<file path="src/rtl/misc_pkg.sv">
`default_nettype none
// ============================================================================
// Module      : misc_pkg
// Description : Shared types and constants for the MISC-V sequencer: the
//               sequencer state encoding, opcode nibbles and the NOP
//               instruction used as the instruction-register reset value.
// Revision    : 1.0 - initial release
// ============================================================================
package misc_pkg;

  typedef enum logic [2:0] {
    IDLE   = 3'd0,
    FETCH  = 3'd1,
    DECODE = 3'd2,
    EXEC   = 3'd3,
    WB     = 3'd4,
    HALT   = 3'd5
  } state_t;

  localparam logic [3:0] OP_AND  = 4'h0;
  localparam logic [3:0] OP_OR   = 4'h1;
  localparam logic [3:0] OP_ADD  = 4'h2;
  localparam logic [3:0] OP_SUB  = 4'h3;
  localparam logic [3:0] OP_NOP  = 4'h4;
  localparam logic [3:0] OP_HALT = 4'hF;

  localparam logic [7:0] NOP_INSTR = 8'h40;

  // Opcodes 5..E are undefined, except whichever one is configured as halt.
  function automatic logic is_undefined(input logic [3:0] op, input logic [3:0] halt_op);
    return (op >= 4'h5) && (op <= 4'hE) && (op != halt_op);
  endfunction

endpackage : misc_pkg
`default_nettype wire

</file>
<file path="src/rtl/misc_pc_reg.sv">
`default_nettype none
// ============================================================================
// Module      : misc_pc_reg
// Description : Program counter with synchronous reset, synchronous clear
//               (restart from address 0) and increment that wraps modulo
//               2^PC_W. Clear has priority over increment.
// Revision    : 1.0 - initial release
// ============================================================================
module misc_pc_reg #(
  parameter int PC_W = 8
) (
  input  logic            clk,
  input  logic            rst,
  input  logic            clear,
  input  logic            inc,
  output logic [PC_W-1:0] pc
);

  // PC update: reset/clear return to 0, increment wraps naturally at 2^PC_W.
  always_ff @(posedge clk) begin
    if (rst || clear) begin
      pc <= '0;
    end else if (inc) begin
      pc <= pc + PC_W'(1);
    end
  end

endmodule : misc_pc_reg
`default_nettype wire

</file>
<file path="src/rtl/misc_sequencer.sv">
`default_nettype none
// ============================================================================
// Module      : misc_sequencer
// Description : Fetch/decode/execute/writeback controller for the 8-bit
//               MISC-V core. Fetches one byte per instruction over a
//               req/valid handshake, holds it in the instruction register and
//               strobes register read, ALU and writeback in turn.
//               Optional build macro MISCV_SINGLE_STEP_EN: each start pulse
//               in IDLE executes exactly one instruction, then returns to IDLE.
// Revision    : 1.0 - initial release
// ============================================================================
module misc_sequencer
  import misc_pkg::*;
#(
  parameter int         PC_W    = 8,
  parameter logic [3:0] HALT_OP = 4'hF
) (
  input  logic            clk,
  input  logic            rst,
  input  logic            start,
  output logic            imem_req,
  output logic [PC_W-1:0] imem_addr,
  input  logic            imem_rvalid,
  input  logic [7:0]      imem_rdata,
  output logic [7:0]      instr,
  input  logic            dec_wr_enable,
  output logic            rf_rd_en,
  output logic            alu_en,
  output logic            wb_strobe,
  output logic            illegal,
  output logic            busy,
  output logic            halted
);

  state_t          state;
  state_t          state_next;
  logic [3:0]      opcode;
  logic [PC_W-1:0] pc;
  logic            pc_clear;
  logic            pc_inc;

  assign opcode    = instr[7:4];
  assign imem_addr = pc;

  // Restarting from HALT goes back to address 0; every writeback advances.
  assign pc_clear = (state == HALT) && start;
  assign pc_inc   = (state == WB);

  misc_pc_reg #(
    .PC_W (PC_W)
  ) u_pc_reg (
    .clk   (clk),
    .rst   (rst),
    .clear (pc_clear),
    .inc   (pc_inc),
    .pc    (pc)
  );

  // State register; reset abandons any instruction or fetch in flight.
  always_ff @(posedge clk) begin
    if (rst) begin
      state <= IDLE;
    end else begin
      state <= state_next;
    end
  end

  // Instruction register captures the fetched byte only while fetching,
  // so a late rvalid after reset or in any other state is ignored.
  always_ff @(posedge clk) begin
    if (rst) begin
      instr <= NOP_INSTR;
    end else if ((state == FETCH) && imem_rvalid) begin
      instr <= imem_rdata;
    end
  end

  // Next-state logic and state-decoded strobes.
  always_comb begin
    state_next = state;
    imem_req   = 1'b0;
    rf_rd_en   = 1'b0;
    alu_en     = 1'b0;
    wb_strobe  = 1'b0;
    illegal    = 1'b0;
    busy       = 1'b0;
    halted     = 1'b0;
    unique case (state)
      IDLE: begin
        if (start) state_next = FETCH;
      end
      FETCH: begin
        imem_req = 1'b1;
        busy     = 1'b1;
        if (imem_rvalid) state_next = DECODE;
      end
      DECODE: begin
        rf_rd_en = 1'b1;
        busy     = 1'b1;
        if (opcode == HALT_OP) begin
          state_next = HALT;
        end else begin
          // Undefined opcodes are flagged and then run through as a NOP.
          illegal    = is_undefined(opcode, HALT_OP);
          state_next = EXEC;
        end
      end
      EXEC: begin
        alu_en     = 1'b1;
        busy       = 1'b1;
        state_next = WB;
      end
      WB: begin
        busy      = 1'b1;
        // Only the register-writing ALU ops may write back.
        wb_strobe = dec_wr_enable && (opcode <= OP_SUB);
`ifdef MISCV_SINGLE_STEP_EN
        state_next = IDLE;
`else
        state_next = FETCH;
`endif
      end
      HALT: begin
        halted = 1'b1;
        if (start) state_next = FETCH;
      end
      default: begin
        state_next = IDLE;
      end
    endcase
  end

endmodule : misc_sequencer
`default_nettype wire

</file>
<file path="config.mk">
export PLATFORM = sky130hd
export DESIGN_NAME = misc_sequencer
export DESIGN_NICKNAME = d
export VERILOG_FILES = /design/src/rtl/misc_pkg.sv /design/src/rtl/misc_pc_reg.sv /design/src/rtl/misc_sequencer.sv
export SDC_FILE = /design/constraint.sdc
export NUM_CORES = 1
export LEC_CHECK = 0
export BUFFER_PORTS_ARGS = -buffer_cell sky130_fd_sc_hd__clkbuf_2
export CORE_MARGIN = 3
export CORE_UTILIZATION = 46
export DETAILED_ROUTE_END_ITERATION = 6
export GPL_TIMING_DRIVEN = 0
export PLACE_DENSITY = 0.81
export SLEW_MARGIN = 10
export SYNTH_ARGS = -nofsm -noshare
export SYNTH_HDL_FRONTEND = slang
export SYNTH_HIERARCHICAL = 1
export SYNTH_SLANG_ARGS = --single-unit
</file>
<file path="constraint.sdc">
create_clock -name clk -period 1.9 [get_ports clk]
set_input_delay 0.475 -clock clk [delete_from_list [all_inputs] [get_ports clk]]
set_output_delay 0.475 -clock clk [all_outputs]
set_load 0.02 [all_outputs]
</file>
# Word-level counts from Yosys, hierarchy flattened
# Cells that the tools add are included.
# word_totals
register_bits	19
word_cells	38
output_inout_bits	23
# op_classes
mux	12
n_eq_ne	9
magnitude_cmp	3
n_reduce_logical	10
add_sub_neg	1
# op_table
cell	n
3-bit case mux with 5 select lines	1
3-bit two-way mux	3
8-bit by 1-bit adder with 8-bit output (second input constant)	1
1-bit two-way mux	8
3-bit by 2-bit equality test with 1-bit output (second input constant)	2
3-bit equality test (second input constant)	2
1-bit logical AND	5
4-bit equality test (second input constant)	1
4-bit by 3-bit >= comparator with 1-bit output (second input constant)	1
4-bit by 2-bit less-or-equal comparator with 1-bit output (second input constant)	1
4-bit less-or-equal comparator (second input constant)	1
4-bit != test (second input constant)	1
4-bit OR reduction	1
3-bit by 1-bit equality test with 1-bit output (second input constant)	1
3-bit logical NOT	1
2-bit by 1-bit != test with 1-bit output (second input constant)	1
2-bit != test (second input constant)	1
2-bit AND reduction	1
2-bit OR reduction	1
1-bit logical OR	1

# Longest topological paths before layout
# depth
word_depth	5
mapped_depth	7
ltp_nobuf	5

# Cells and area by module
# Netlist, hierarchy kept.
# by_module_without_submodules
module	area_per_inst_um2	seq_area_each_um2	cells_per_inst	n_inst
misc_sequencer	535.5	220.2	62	1
misc_pc_reg	345.3	160.2	38	1

# Least setup slack after synthesis
# OpenSTA, ideal clock, no wires.
# synth_path
path_kind	flip-flop to flip-flop
startpoint	register state[1]
endpoint	register u_pc_reg.pc[5]
slack_ps	351
path_stages_with_launch	7
setup_time_ps	70
t_arrival_ps	1478
path_cell_list	dfxtp_1 inv_1 and3_1 and2_1 or2_2 clkbuf_1 a21oi_1
# synth_between
elab_chain_cells	3
word_cells_on_any_way	4
cone_classes	eq/ne: 2; reduce/logical: 2
# synth_lines
item	line	source
start, declared	misc_sequencer.sv:35	state_t state;
start signal, assigned	misc_sequencer.sv:64	state <= state_next;
3-bit equality test	misc_sequencer.sv:46	assign pc_clear = (state == HALT) && start;
1-bit logical AND	misc_sequencer.sv:46	
net pc_clear	misc_sequencer.sv:39	logic pc_clear;
1-bit logical OR	misc_pc_reg.sv:21	if (rst || clear) begin
end signal, assigned	misc_pc_reg.sv:24	pc <= pc + PC_W'(1);
end, declared	misc_pc_reg.sv:16	output logic [PC_W-1:0] pc
# The timed path passes the listed nets, and every way through them passes these cells.
# A chain may end at the register's enable or synchronous reset.

# Worst setup path after layout
# layout_path
startpoint	register state[0]
endpoint	output port wb_strobe
# layout_between
elab_chain_cells	2
# layout_lines
item	line	source
3-bit equality test	n/a	
net pc_inc	misc_sequencer.sv:40	logic pc_inc;
1-bit two-way mux	misc_sequencer.sv:88	unique case (state)
end, declared	misc_sequencer.sv:29	output logic wb_strobe,
# The timed path passes the listed nets, and every way through them passes these cells.

==> results.sh <==
export IMPL_setup_tns_ns=0
export IMPL_io_buffers=35
export IMPL_grt_usage_pct=17.0
export IMPL_ant_nets=0
export IMPL_num_antenna_cells=0
export IMPL_maxCapViolCount=0
export IMPL_power_per_cell_area_nw_per_um2=636
export IMPL_cts_sinks=19
export IMPL_leakagePower_uw=0.000498
export IMPL_post_dp_hpwl_microns=1450
export IMPL_dieHeight_microns=49.8
export IMPL_grt_max_degree=11
export IMPL_worstMarginPinSlew_ns=0.470
export IMPL_required_ns=1.42
export IMPL_htree_levels=1
export IMPL_drcViolationCount=0
export IMPL_area_delta_synth_final_pct=28.1
export IMPL_yosysWarnings=6
export IMPL_rows=15
export IMPL_setup_viol=0
export IMPL_ys_async_sr_fraction_pct=0
export IMPL_drt_pass1_iterations=4
export IMPL_synth_edf_count=0
export IMPL_status="complete, no violations"
export IMPL_cp_max_fo=10
export IMPL_hp_class="input port to flip-flop"
export IMPL_final_layout_size_suffix_gt1_share_pct=35.3
export IMPL_antenna_found_initial=0
export IMPL_gp_congestion=0.833
export IMPL_ir_drop_mv=0.513
export IMPL_clkLatencyLatePin_ns=0.29
export IMPL_cts_made_buffers=3
export IMPL_dieWidth_microns=49.8
export IMPL_arrival_ns=1.36
export IMPL_cts_root_buf="clkbuf_4"
export IMPL_hold_viol=0
export IMPL_cts_tree="yes"
export IMPL_yosysSeqAreaShare_pct=43.2
export IMPL_wirelength_microns=1910
export IMPL_vias=825
export IMPL_crit_type="flip-flop to output pin"
export IMPL_clock_skew_ns=0.00135
export IMPL_finalCritPeriodShare_pct=96.6
export IMPL_dieArea_sq_um=2480
export IMPL_synth_nets=114
export IMPL_dp_cells=160
export IMPL_overflow=0
export IMPL_finalNonFillerCells=164
export IMPL_placedInstanceArea_sq_um=1090
export IMPL_drtIter0Drc=12
export IMPL_start_util_pct=49.9
export IMPL_finalCriticalPeriod_ns=1.84
export IMPL_relSlewSlack_pct=68.7
export IMPL_coreArea_sq_um=1760
export IMPL_drv_slew=0
export IMPL_synth_ff_type="dfxtp_1"
export IMPL_fmax_mhz=545
export IMPL_via_per_inst=5.03
export IMPL_io_pins=36
export IMPL_post_cts_buffers=0
export IMPL_syn_area_sq_um=881
export IMPL_worst_setup_path_end_kind="output pin"
export IMPL_final_util_pct=64.0
export IMPL_synth_avg_cell_area_sq_um=8.81
export IMPL_syn_inst=100
export IMPL_grt_pass1_vias=799
export IMPL_design_area_sq_um=1130
export IMPL_cts_clk_slew_worst_paths_ns=0.10
export IMPL_wl_per_cell_microns=11.7
export IMPL_grt_pass1_wl_microns=3350
export IMPL_num_nets_final=154
export IMPL_ys_ff_latch=19
export IMPL_start_kind="flip-flop"
export IMPL_cts_path_max_buffers=2
export IMPL_synth_cell_types=27
## placed cells by master, fill, tap and decap left out, drive strengths merged, types with 4 or more instances in the layout
master   n
clkbuf  39
dfxtp   19
nor2    17
mux2i    8
a21oi    7
o21ai    6
buf      6
nand3    4
nand4    4
## metrics by stage
step	power [uW]	hold WS, ns	setup WS (ns)
after global routing	753	0.409	-0.00650
final	718	0.416	0.0649
after floorplan	491	0.556	0.351
after global placement	524	0.467	0.309
after detailed placement	527	0.489	0.273
after CTS	727	0.410	0.0496
## kinds of logic (layout without fill, tap and decap cells)
| logic type | after synthesis | count (layout) | synth area share (%) |
|---|---|---|---|
| AND/OR/NAND/NOR | 42 | 42 | 25.3 |
| XOR/XNOR | 6 | 6 | 5.97 |
| multiplexers | 8 | 8 | 9.09 |
| adder cells (fa/ha/maj) | 1 | 1 | 1.42 |
| flip-flops | 19 | 19 | 43.2 |
| AO/OA/AOI/OAI | 15 | 15 | 9.38 |
| buffers and inverters | 9 | 48 | 5.68 |
## synth_stat cells, drive strengths merged (2+ instances only)
| library cell | n | share of area, % |
|---|---|---|
| nor2 | 17 | 7.2 |
| xnor2 | 3 | 3.0 |
| xor2 | 3 | 3.0 |
| a21oi | 7 | 4.0 |
| nand2 | 3 | 1.3 |
| mux2i | 8 | 9.1 |
| o21ai | 6 | 3.4 |
| or3 | 3 | 2.1 |
| buf | 4 | 3.6 |
| dfxtp | 19 | 43 |
| clkbuf | 2 | 0.85 |
| inv | 3 | 1.3 |
| nand4 | 4 | 3.6 |
| nor3 | 3 | 1.7 |
| and3 | 3 | 2.1 |
| nand3 | 4 | 2.3 |
## area by class of cell
type | instances | area [sq um]
fill | 160 | 636
multi-input combinational | 72 | 455
sequential | 19 | 383
timing repair buffer | 35 | 180
buffer | 6 | 41.3
tap | 25 | 31.3
clock buffer | 4 | 26.3
inverter | 3 | 11.3
## critical path, stage by stage (launching register included)
cell and delay, ns:
dfxtp_1 0.31, buf_4 0.15, inv_1 0.11, and3_4 0.20, and3_1 0.16, buf_4 0.14
## repair_timing
action	in CTS	in global routing
pin swaps	0	0
setup endpoints to repair	1	2
cloned	0	0
gates resized for setup	2	6
hold buffers	0	0
## registers in the layout, indices dropped and copies added, names as in the netlist
name	flops
u_pc_reg/pc	8
state	3
instr	8
## final timing paths
check                                    start              to  slack (ns)  depth (start not counted)
worst min-delay path             imem_rdata[3]        instr[3]        0.42                          3
worst max-delay path                  state[0]       wb_strobe        0.06                          5
worst min register to register  u_pc_reg/pc[7]  u_pc_reg/pc[7]        0.50                          2
worst max register to register        state[0]  u_pc_reg/pc[7]        0.26                          7
## report_power, final
group          total, uW  switching, uW  internal (uW)  leakage [uW]
Combinational        102           58.1           44.0      0.000328
Clock                199            118           81.5     0.0000150
Sequential           416           7.93            409      0.000155
Total                718            184            534      0.000498
## layer usage
layer  track usage (%)  up-vias  part of all wire, %
met5                 0        -                    0
met4              6.91        0                 0.99
met3              3.93        2                  5.7
met2              30.6       22                   50
met1              19.1      377                   43
li1                  -      424                    -
(Power assumes the default switching activity.)
